<file path="src/rtl/i3c_sta_sto_gen.sv">
// I3C line sequencer: drives SCL/SDA for START, Repeated START and STOP.
// Hands start/stop pattern flags to the bus timer and waits on its CAS indication.
module i3c_sta_sto_gen #(
  parameter logic [23:0] HALF_PER    = 24'd2,
  parameter logic [23:0] T_CBP       = 24'd1,
  parameter logic [23:0] CAS_TIMEOUT = 24'd2500001
) (
  input  logic i_clk,
  input  logic i_rst_n,
  input  logic i_start_req,
  input  logic i_rstart_req,
  input  logic i_stop_req,
  input  logic i_timer_cas,
  input  logic i_timer_bus_free_pure,
  output logic o_scl,
  output logic o_sda,
  output logic o_start_pattern,
  output logic o_stop_pattern,
  output logic o_busy,
  output logic o_done,
  output logic o_err
);

  localparam int unsigned CNT_W = 24;

  typedef enum logic [3:0] {
    IDLE,
    STA_WAIT_FREE,
    RS_SDA_HI,
    RS_SCL_HI,
    SDA_FALL,
    WAIT_CAS,
    SCL_FALL,
    STO_SDA_LO,
    STO_SCL_HI,
    STO_SDA_HI
  } state_t;

  state_t           state;
  logic [CNT_W-1:0] cnt;
  logic             bus_free_seen;

  logic free_now;
  logic half_end;
  logic cbp_end;
  logic cas_tmo;

  // A free indication on the current cycle counts, so SDA can fall on the very next cycle.
  assign free_now = bus_free_seen | i_timer_bus_free_pure;
  assign half_end = (cnt == (HALF_PER - CNT_W'(1)));
  assign cbp_end  = (cnt == (T_CBP - CNT_W'(1)));
  assign cas_tmo  = (cnt == (CAS_TIMEOUT - CNT_W'(1)));

  always_ff @(posedge i_clk or negedge i_rst_n) begin
    if (!i_rst_n) begin
      state           <= IDLE;
      cnt             <= '0;
      bus_free_seen   <= 1'b1;
      o_scl           <= 1'b1;
      o_sda           <= 1'b1;
      o_start_pattern <= 1'b0;
      o_stop_pattern  <= 1'b0;
      o_busy          <= 1'b0;
      o_done          <= 1'b0;
      o_err           <= 1'b0;
    end else begin
      o_start_pattern <= 1'b0;
      o_done          <= 1'b0;
      o_err           <= 1'b0;
      cnt             <= cnt + CNT_W'(1);
      if (i_timer_bus_free_pure) bus_free_seen <= 1'b1;

      unique case (state)
        // The o_done cycle of a START still reads busy, so requests wait one more cycle.
        IDLE: begin
          cnt <= '0;
          if (o_busy) begin
            o_busy <= 1'b0;
          end else if (i_stop_req) begin
            if (o_scl) begin
              o_err <= 1'b1;
            end else begin
              state  <= STO_SDA_LO;
              o_sda  <= 1'b0;
              o_busy <= 1'b1;
            end
          end else if (i_rstart_req) begin
            if (o_scl) begin
              o_err <= 1'b1;
            end else begin
              state  <= RS_SDA_HI;
              o_sda  <= 1'b1;
              o_busy <= 1'b1;
            end
          end else if (i_start_req) begin
            if (!o_scl) begin
              o_err <= 1'b1;
            end else begin
              state  <= STA_WAIT_FREE;
              o_busy <= 1'b1;
            end
          end
        end

        STA_WAIT_FREE: begin
          cnt <= '0;
          if (free_now) begin
            state           <= SDA_FALL;
            o_sda           <= 1'b0;
            o_start_pattern <= 1'b1;
            o_stop_pattern  <= 1'b0;
            bus_free_seen   <= 1'b0;
          end
        end

        RS_SDA_HI: begin
          if (half_end) begin
            state <= RS_SCL_HI;
            o_scl <= 1'b1;
            cnt   <= '0;
          end
        end

        RS_SCL_HI: begin
          if (half_end) begin
            state           <= SDA_FALL;
            o_sda           <= 1'b0;
            o_start_pattern <= 1'b1;
            o_stop_pattern  <= 1'b0;
            bus_free_seen   <= 1'b0;
            cnt             <= '0;
          end
        end

        SDA_FALL: begin
          state <= WAIT_CAS;
          cnt   <= '0;
        end

        // A CAS arriving on the last allowed cycle wins over the timeout.
        WAIT_CAS: begin
          if (i_timer_cas) begin
            state <= SCL_FALL;
            o_scl <= 1'b0;
            cnt   <= '0;
          end else if (cas_tmo) begin
            state <= SCL_FALL;
            o_scl <= 1'b0;
            o_err <= 1'b1;
            cnt   <= '0;
          end
        end

        SCL_FALL: begin
          if (half_end) begin
            state  <= IDLE;
            o_done <= 1'b1;
            cnt    <= '0;
          end
        end

        STO_SDA_LO: begin
          if (half_end) begin
            state <= STO_SCL_HI;
            o_scl <= 1'b1;
            cnt   <= '0;
          end
        end

        STO_SCL_HI: begin
          if (cbp_end) begin
            state          <= STO_SDA_HI;
            o_sda          <= 1'b1;
            o_stop_pattern <= 1'b1;
            o_done         <= 1'b1;
            cnt            <= '0;
          end
        end

        STO_SDA_HI: begin
          state  <= IDLE;
          o_busy <= 1'b0;
          cnt    <= '0;
        end

        default: begin
          state <= IDLE;
          cnt   <= '0;
        end
      endcase
    end
  end

endmodule
</file>
<file path="config.mk">
export PLATFORM = sky130hd
export DESIGN_NAME = i3c_sta_sto_gen
export DESIGN_NICKNAME = d
export VERILOG_FILES = /design/src/rtl/i3c_sta_sto_gen.sv
export SDC_FILE = /design/constraint.sdc
export NUM_CORES = 1
export LEC_CHECK = 0
export ABC_AREA = 1
export CAP_MARGIN = 40
export CORE_ASPECT_RATIO = 1.25
export CORE_MARGIN = 1.5
export CORE_UTILIZATION = 50
export DETAILED_ROUTE_END_ITERATION = 10
export PLACE_DENSITY = 0.72
export SYNTH_ARGS = -nofsm -noshare
export SYNTH_HDL_FRONTEND = slang
export SYNTH_SLANG_ARGS = --single-unit
</file>
<file path="constraint.sdc">
create_clock -name i_clk -period 1.49 [get_ports i_clk]
set_input_delay 0.3725 -clock i_clk [delete_from_list [all_inputs] [get_ports i_clk]]
set_output_delay 0.3725 -clock i_clk [all_outputs]
set_load 0.1 [all_outputs]
</file>
Yosys cells after proc, flatten, opt, wreduce, memory -nomap -nowiden
Index checks and enable logic that the tools add are counted.
{"block": "word_totals", "ff_bits": 36, "in_bits": 7, "out_inout_bits": 7}
{"block": "classes", "n_addsub": 1, "eq_ne": 26, "mux": 58, "n_bitwise": 1, "n_reduce_logical": 12}
{"operator": "$mux W24", "n": 4}
{"operator": "$pmux W24 S3", "n": 1}
{"operator": "$mux W4", "n": 15}
{"operator": "$pmux W4 S9", "n": 1}
{"operator": "$mux W1", "n": 29}
{"operator": "$add A24 B1 Y24 const B", "n": 1}
{"operator": "$eq A24 B1 Y1 const B", "n": 1}
{"operator": "$eq A24 B22 Y1 const B", "n": 1}
{"operator": "$logic_not A24 Y1", "n": 1}
{"operator": "$eq A4 B3 Y1 const B", "n": 4}
{"operator": "$ne A2 B2 Y1 const B", "n": 8}
{"operator": "$ne A3 B3 Y1 const B", "n": 4}
{"operator": "$pmux W1 S2", "n": 6}
{"operator": "$reduce_and A12 Y1", "n": 1}
{"operator": "$eq A4 B2 Y1 const B", "n": 2}
{"operator": "$eq A4 B4 Y1 const B", "n": 2}
{"operator": "$ne A4 B4 Y1 const B", "n": 2}
{"operator": "$reduce_and A7 Y1", "n": 1}
{"operator": "$eq A4 B1 Y1 const B", "n": 1}
{"operator": "$logic_not A4 Y1", "n": 1}
{"operator": "$pmux W1 S4", "n": 1}
{"operator": "$reduce_and A4 Y1", "n": 1}
{"operator": "$reduce_bool A2 Y1", "n": 2}
{"operator": "$reduce_bool A4 Y1", "n": 1}
{"operator": "other kinds (7)", "n": 7}

Longest topological paths before layout
Gate-level depths: netlist (run 1).
{"block": "depth", "word_depth": 6, "depth_mapped": 11, "mapped_depth_nobuf": 11}

Least setup slack after synthesis (run 1)
Ideal clock, no wire load.
{"block": "synth_timing", "kind": "register to register", "from": "reg o_scl", "to": "reg state[0]", "setup_ns": 0.065, "t_arrival_ns": 1.767, "t_required_ns": 1.425, "path_slack_ns": -0.343, "path_stages_with_launch": 11, "synth_period_minus_slack_ns": 1.833, "cell_sequence": "dfstp_2 -> inv_1 -> o21ai_0 -> nand2_1 -> nand2_1 -> nand2_1 -> inv_1 -> nand2_1 -> nor2_2 -> nand3_1 -> nand2_1"}
{"block": "synth_via", "elab_chain_len": 2, "word_cells_on_any_way": 4, "classes_between": "3 x eq/ne; 1 x reduce/logical"}
{"element": "from (decl)", "line": "15", "source": "output logic o_scl,"}
{"element": "from (signal assigned)", "line": "59", "source": "o_scl <= 1'b1;"}
{"element": "from (signal assigned)", "line": "119", "source": "o_scl <= 1'b1;"}
{"element": "from (signal assigned)", "line": "144", "source": "o_scl <= 1'b0;"}
{"element": "$ne A4 B4 Y1 (no source line) / $ne A3 B3 Y1 (equally long branches)"}
{"element": "$reduce_and A12 Y1 (no source line) *"}
{"element": "to (signal assigned)", "line": "56", "source": "state <= IDLE;"}
{"element": "to (signal assigned)", "line": "83", "source": "state <= STO_SDA_LO;"}
{"element": "to (signal assigned)", "line": "91", "source": "state <= RS_SDA_HI;"}
{"element": "to (decl)", "line": "39", "source": "state_t state;"}
Mark *: on every way between the ends. The rest lies on a longest branch, timed or not.
A chain may end at the register's enable or synchronous reset.

Worst setup path in the final report (run 1)
{"block": "layout_timing", "from": "reg cnt[1]", "to": "reg cnt[18]"}
{"block": "layout_via", "elab_chain_len": 4, "word_cells_on_any_way": 9, "classes_between": "1 x add/sub; 2 x eq/ne; 5 x mux; 1 x reduce/logical"}
{"element": "from (decl)", "line": "40", "source": "logic [CNT_W-1:0] cnt;"}
{"element": "from (signal assigned)", "line": "70", "source": "cnt <= cnt + CNT_W'(1);"}
{"element": "$add A24 B1 Y24 / $eq A24 B22 Y1 (equally long branches)", "line": "70, 52"}
{"element": "$mux W24", "line": "146", "source": "end else if (cas_tmo) begin"}
{"element": "$mux W24", "line": "142", "source": "if (i_timer_cas) begin"}
{"element": "$pmux W24 S3 *", "line": "73", "source": "unique case (state)"}
Marks and branches as above.

==> results of run 1 <==
## metal layers
layer / track usage [%] / wire length, microns / vias up
li1: - / - / 1209
met1: 32.6 / 3030 / 1288
met2: 56.0 / 4220 / 135
met3: 5.10 / 396 / 44
met4: 21.5 / 452 / 0
met5: 0 / 0 / -
## power groups by stage
stage	combinational (W)	clock, W	sequential (W)
after floorplan	0.00143	0	0.00186
after global placement	0.00315	0	0.00137
after global routing	0.00436	0.000997	0.00140
final	0.00413	0.000962	0.00138
after CTS	0.00370	0.000968	0.00136
after detailed placement	0.00325	0	0.00138
## final cells by class
cell class / count / area (sq um) / area share [%]
multi-input combinational: 230 / 1500 / 40.9
timing repair buffer: 93 / 876 / 23.8
clock inverter: 1 / 30.0 / 0.816
sequential: 36 / 915 / 24.9
inverter: 49 / 186 / 5.07
clock buffer: 7 / 96.3 / 2.62
tap: 58 / 72.6 / 1.97
## kinds of logic (layout without fill, tap and decap cells)
group | Yosys count | count (layout)
xor gates and xnor gates | 8 | 8
buffers and inverters | 50 | 150
AOI/OAI and AO/OA | 29 | 29
DFF | 36 | 36
and+or+nand+nor | 190 | 190
adders and majority gates | 3 | 3
## sequential cells by signal, summed over array words and instances (netlist names)
name,flops
bus_free_seen,1
o_stop_pattern,1
o_scl,1
o_err,1
o_busy,1
cnt,24
o_sda,1
o_done,1
o_start_pattern,1
state,4
## cell usage after synthesis
library cell | count | area (sq um)
a31oi_1 | 4 | 25.0
nand3b_1 | 2 | 15.0
inv_1 | 44 | 165
nand2_2 | 6 | 37.5
nor2_8 | 1 | 20.0
nand4_1 | 3 | 18.8
o31ai_1 | 2 | 15.0
xnor2_1 | 2 | 17.5
o2111ai_1 | 1 | 8.76
nor2_4 | 4 | 45.0
dfrtp_1 | 33 | 826
dfstp_2 | 3 | 78.8
a21oi_4 | 1 | 16.3
o21ai_1 | 1 | 5.00
nand2_1 | 68 | 255
a211o_1 | 1 | 8.76
ha_1 | 3 | 37.5
nor2_2 | 16 | 100
nor3_4 | 1 | 16.3
nor2_1 | 41 | 154
inv_2 | 5 | 18.8
nand2_4 | 2 | 22.5
buf_12 | 1 | 20.0
nand3_2 | 4 | 40.0
nor3_1 | 17 | 85.1
xor2_1 | 6 | 52.6
a211oi_1 | 1 | 7.51
a21oi_1 | 6 | 30.0
nor4_1 | 1 | 6.26
o21bai_1 | 1 | 7.51
nand3_1 | 23 | 115
or2_2 | 1 | 6.26
o21ai_0 | 11 | 55.1
## path summary, 6_finish.rpt
| kind | from | end | cells past startpoint |
|---|---|---|---|
| max in group asynchronous | i_rst_n | o_sda$_DFFE_PN1P_ | 2 |
| setup / recovery | cnt[1]$_DFF_PN0_ | cnt[18]$_DFF_PN0_ | 10 |
| setup reg to reg | cnt[1]$_DFF_PN0_ | cnt[18]$_DFF_PN0_ | 10 |
| hold / removal | i_rst_n | state[2]$_DFFE_PN0P_ | 2 |
| hold reg to reg | o_sda$_DFFE_PN1P_ | o_sda$_DFFE_PN1P_ | 2 |
| min in group i_clk | o_sda$_DFFE_PN1P_ | o_sda$_DFFE_PN1P_ | 2 |
## critical path, cell delays in order, from the launching register on
cell and delay (ns):
dfrtp_1 0.40, inv_2 0.13, ha_4 0.16, nand2_4 0.06, nor2_1 0.12, nand3_1 0.15
nand2_2 0.13, nand2_4 0.09, nor2_8 0.19, buf_12 0.15, nor3_1 0.05
## stage by stage
| stage | std cells | hold slack [ns] | area [sq um] | setup TNS (ns) | utilization, % |
|---|---|---|---|---|---|
| 2_1_floorplan | 316 | 0.0769 | 2380 | -0.578 | - |
| 3_3_place_gp | 451 | 0.352 | 3140 | -3.31 | 70.4 |
| 3_5_place_dp | 451 | 0.352 | 3140 | -4.65 | 70.4 |
| 4_1_cts | 467 | 0.0375 | 3510 | -2.64 | 78.7 |
| 5_1_grt | 474 | 0.0555 | 3680 | -9.44 | 82.5 |
| 6_report | 474 | 0.0233 | 3680 | -7.00 | 82.5 |
## timing repair
action / 4_1_cts / 5_1_grt
pin swaps: 24 / 15
buffers inserted: 7 / 7
cloned: 1 / 0
setup endpoints to repair: 32 / 37
resized for setup: 37 / 30
==> summary.md, run 1 <==
| Metric | Value |
|---|---|
| Max Freq | between 500 and 600 MHz |
| Crit path DAT | a little under 2 ns |
| Ports | 14 |
| Syn Nets | 326 |
| Clock share of power | 14.9% |
| DR WL/cell | between 15 and 20 microns |
| Clock root buffer | clkbuf_8 |
| Clock skew | a little under 0.01 ns |
| Slew Viols, Final | 0 |
| Worst IR Drop VDD | between 1 and 1.5 mV |
| Status | finished, violations left |
| Synth cell types | 33 |
| Syn. warnings | 0 |
| DR vias | about 2.7k |
| Seq/Total Area, Yosys | about two fifths |
| Setup slack at placement | -0.278 ns |
| Max cap viols | 0 |
| First-pass GRT wire length | ~12000 microns |
| Maximum buffer depth of the clock tree | 2 |
| Vias in the first global route | 2669 |
| Clock H-tree levels | 2 |
| Core area | around 0.0045 sq mm |
| Initial Util | between 50% and 60% |
| Startpoint types | register |
| Most frequent cells in the layout | 70 x buf_4, 59 x nand2_1, 40 x inv_1 |
| Final wirelength | approximately 8000 microns |
| Pwr/cell area | about 1800 mW/mm^2 |
| TritonRoute pass-1 iters | 5 |
| Min-delay worst type | in -> async |
| Largest family of logic cells by synthesized area | simple AND/OR/NAND/NOR gates |
| DRC | 0 |
| Largest net degree at the start of global routing | 37 |
| Commonest non-fill, non-tap cell in the layout | buf_4 |
| Setup CP Type | reg -> reg |
| Maximum fanout along the worst path | 8 |
| Critical path required time | ~1.7 ns |
| Hold_buf cts | 0 |
| Final HPWL from detailed placement | roughly 4800 microns |
| Sequential share of power | a little over a fifth |
| Post-Synth Adder-Cell Area | 1.61% |
| Internal power | 0.00350 W |
| Leak pwr | approximately 1.8 nW |
| Nets | between 400 and 500 |
| Layout cells sized above 1 | between 40% and 50% |
| Fin crit share | 118% |
| XOR/XNOR Fraction of Synth Area | 3.00% |
| Simple-gate portion of the synthesized area | approximately two fifths |
| Area growth syn-to-layout | 57.8% |
| TritonCTS Buffers | 5 |
| Clock Latency Late Sink | about 0.3 ns |
| Setup-failing EPs final | 35 |
| Synthesized area | ~0.0023 sq mm |
| Flop2flop setup slack | -0.27 ns |
| CTS clk-pin slew, worst paths | about 0.080 ns |
| DRC violation total after the first TritonRoute iteration | 285 |
| Syn Area/Cell | about 7.4 sq um |
| Overflow after GRT | 0 |
| Mux share of post-synthesis cell area | 0% |
| Count of final hold-check violations | 0 |
| Clk sink count | 36 |
| Fill count | approximately 240 |
| Compound-Gate Fraction of Synth Area | between 7 and 8% |
| Worst slew pin tran | ~0.61 ns |
| Crit path time final | 1.76 ns |
| RSZ-0062 raised after global routing | yes |
| Total Power | ~0.0065 W |
| Number of synthesized register bits | 36 |
| Syn Inst Count | ~320 |
| Row Count | 27 |
| DRT antenna net count | 0 |
| Number of port buffers | 13 |
| Horiz. Die Dim | ~64 microns |
| Sw frac | a little under half |
| Initial antenna violation count | 0 |
| Setup ws final | -0.266 ns |
| Rel. slew slack | between 50 and 60% |
| RePlAce Congestion | 0.951 |
| GRT Total Usage | between 30% and 40% |
| Total die area | between 0.005 and 0.006 sq mm |
| Logic pwr share | 63.9% |
| CTS tree | done |
| CP endpoint kind | register |
| Failing checks | setup timing |
| Psw | 0.00297 W |
| Die height | just under 80 microns |
| N_diodes | 0 |
| Via density | around 5.6 |
No activity file was read; power rests on OpenSTA's default activity.
==> inputs of run 2 (changes only) <==
--- a/config.mk
+++ b/config.mk
@@ -6,8 +6,7 @@
 export NUM_CORES = 1
 export LEC_CHECK = 0
 export ABC_AREA = 1
-export CAP_MARGIN = 40
-export CORE_ASPECT_RATIO = 1.25
+export CAP_MARGIN = 15
 export CORE_MARGIN = 1.5
 export CORE_UTILIZATION = 50
 export DETAILED_ROUTE_END_ITERATION = 10
@@ -15,3 +14,4 @@
 export SYNTH_ARGS = -nofsm -noshare
 export SYNTH_HDL_FRONTEND = slang
 export SYNTH_SLANG_ARGS = --single-unit
+export TNS_END_PERCENT = 1
==> run 2 against run 1 <==
  * The run still ends with setup timing left
  * Non-clock buffer count is 17 lower
  * Register-to-register slack better by 0.12 ns
  * First-iteration DRC count is 36% lower
==> summary.md, run 2 (synthesis results as in run 1) <==
| Metric | Value |
|---|---|
| Critical path's top delay family | simple AND/OR/NAND/NOR gates |
| Slew Viols, Final | 0 |
| Slowest cell on the critical path | dfrtp_1 |
| Clk sink count | 36 |
| Setup slack at placement | -0.280 ns |
| Critical Path Max Stage Delay | approximately 0.4 ns |
| Row Count | 24 |
| Clock Latency Late Sink | around 0.3 ns |
| Pwr/cell area | between 1500 and 2000 mW/mm^2 |
| Worst IR Drop VDD | around 1.3 mV |
| Regs by FF count | cnt: 24 flops, state: 4 flops |
| N_diodes | 0 |
| Core area | about 0.0044 sq mm |
| Via density | 5.26 |
| DR vias | 2372 |
| Count of final hold-check violations | 0 |
| Largest net degree at the start of global routing | 37 |
| Setup ws final | -0.150 ns |
| Clock skew | between 0.008 and 0.009 ns |
| DRC | 0 |
| Worst slew pin tran | ~0.34 ns |
| CP endpoint kind | register |
| Area growth syn-to-layout | 45.6% |
| TritonRoute pass-1 iters | 4 |
| Initial antenna violation count | 0 |
| Max cap viols | 0 |
| Setup CP Type | reg -> reg |
| GRT Total Usage | 26.8% |
| Maximum buffer depth of the clock tree | 2 |
| Final HPWL from detailed placement | between 4000 and 5000 microns |
| Rel. slew slack | around 77% |
| Worst reg2reg startpoint | cnt[1]$_DFF_PN0_ |
| Overflow after GRT | 0 |
| Flop2flop setup slack | -0.15 ns |
| Ports | 14 |
| Most frequent cells in the layout | 63 x nand2_1, 57 x buf_4, 41 x inv_1 |
| Number of port buffers | 13 |
| Layout cells sized above 1 | 39.8% |
| DRC violation total after the first TritonRoute iteration | between 150 and 200 |
| RSZ-0062 raised after global routing | yes |
| Startpoint types | register |
| Hold_buf cts | 0 |
| TritonCTS Buffers | 5 |
| Nets | between 400 and 500 |
| Leak pwr | roughly 1.6 nW |
| CTS tree | done |
| Clock root buffer | clkbuf_8 |
| Worst-case reg-to-reg path depth | 10 |
| Crit path time final | around 1.6 ns |
| Setup-failing EPs final | 34 |
| CTS clk-pin slew, worst paths | 0.08 ns |
| Die height | between 70 and 80 microns |
| Flip-flop count of the largest register after layout | 24 |
| DR WL/cell | ~14 microns |
| Register with the most flip-flops | cnt |
| Total die area | ~0.005 sq mm |
| Critical path required time | ~1.7 ns |
| Initial Util | between 50 and 60% |
| CP Cell Sequence | inv_2, ha_4, nand2_4, nor2_2, nand3_2, nand2_4, nand2_4, nor2_8, buf_12, nor3_1 |
| Min-delay worst type | in -> async |
| Fin crit share | 110% |
| Clock H-tree levels | 2 |
| First-pass GRT wire length | ~11000 microns |
| Maximum fanout along the worst path | 7 |
| Vias in the first global route | roughly 2.3k |
| Failing checks | setup timing |
| Max Freq | around 600 MHz |
| CP dominant cell by count | nand2_4 |
| RePlAce Congestion | between 0.9 and 1 |
| DRT antenna net count | 0 |
| Status | finished, violations left |
| Commonest non-fill, non-tap cell in the layout | nand2_1 |
| Crit path DAT | 1.83 ns |
| Total Power | 0.00572 W |
| Final wirelength | 6350 microns |
| WP buf/inv | 2 |
| Horiz. Die Dim | approximately 71 microns |
| RR Endpoint | cnt[15]$_DFF_PN0_ |
-- run 2: final cells by class --
type | instances | area, sq um
Timing Repair Buffer | 76 | 717
Fill cell | 311 | 1020
Tap cell | 52 | 65.1
Clock buffer | 5 | 68.8
Sequential cell | 36 | 912
Multi-Input combinational cell | 230 | 1400
Inverter | 49 | 189
Clock inverter | 3 | 42.5
-- run 2: worst reg2reg max path, delay by kind of cell (launching register included) --
family	cells	cell delay, ns
and+or+nand+nor	7	0.71
DFF	1	0.40
buffers and inverters	2	0.27
adders and majority gates	1	0.16
-- run 2: power breakdown --
group	internal, W	switching (W)
sequential	0.00118	0.000175
combinational	0.00142	0.00206
clock	0.000495	0.000384
total	0.00310	0.00262
-- run 2: how the worst max path moves through the flow --
stage	from	to	slack, ns	cells after the start
after detailed placement	i_stop_req	state[3]$_DFFE_PN0P_	-0.28	11
final	cnt[1]$_DFF_PN0_	cnt[15]$_DFF_PN0_	-0.15	10
after floorplan	o_scl$_DFFE_PN1P_	state[2]$_DFFE_PN0P_	-0.07	10
after CTS	cnt[1]$_DFF_PN0_	cnt[11]$_DFF_PN0_	-0.13	10
after global placement	i_stop_req	o_sda$_DFFE_PN1P_	-0.21	8
after global routing	cnt[0]$_DFF_PN0_	cnt[22]$_DFF_PN0_	-0.26	10
-- run 2: what timing repair did --
item / CTS / global route
pin swaps: 14 / 12
setup endpoints to repair: 34 / 36
buffers inserted: 3 / 3
resized for setup: 22 / 24
-- run 2: routing by layer --
metal | part of all wire [%] | global-route usage, %
met2 | 51 | 45.4
met5 | 0 | 0
met4 | 1.5 | 8.18
met1 | 43 | 35.4
met3 | 5.0 | 4.22
-- run 2: per-stage QoR --
step	cells	cell area, sq um	TNS, ns	hold WS (ns)	util (%)
final	451	3400	-3.71	0.0254	76.9
after global routing	451	3400	-6.14	0.0374	76.9
after CTS	448	3290	-3.18	0.0331	74.5
after detailed placement	437	3060	-5.97	0.354	69.3
after global placement	437	3060	-4.64	0.352	69.3
after floorplan	316	2350	-0.952	0.0769	-
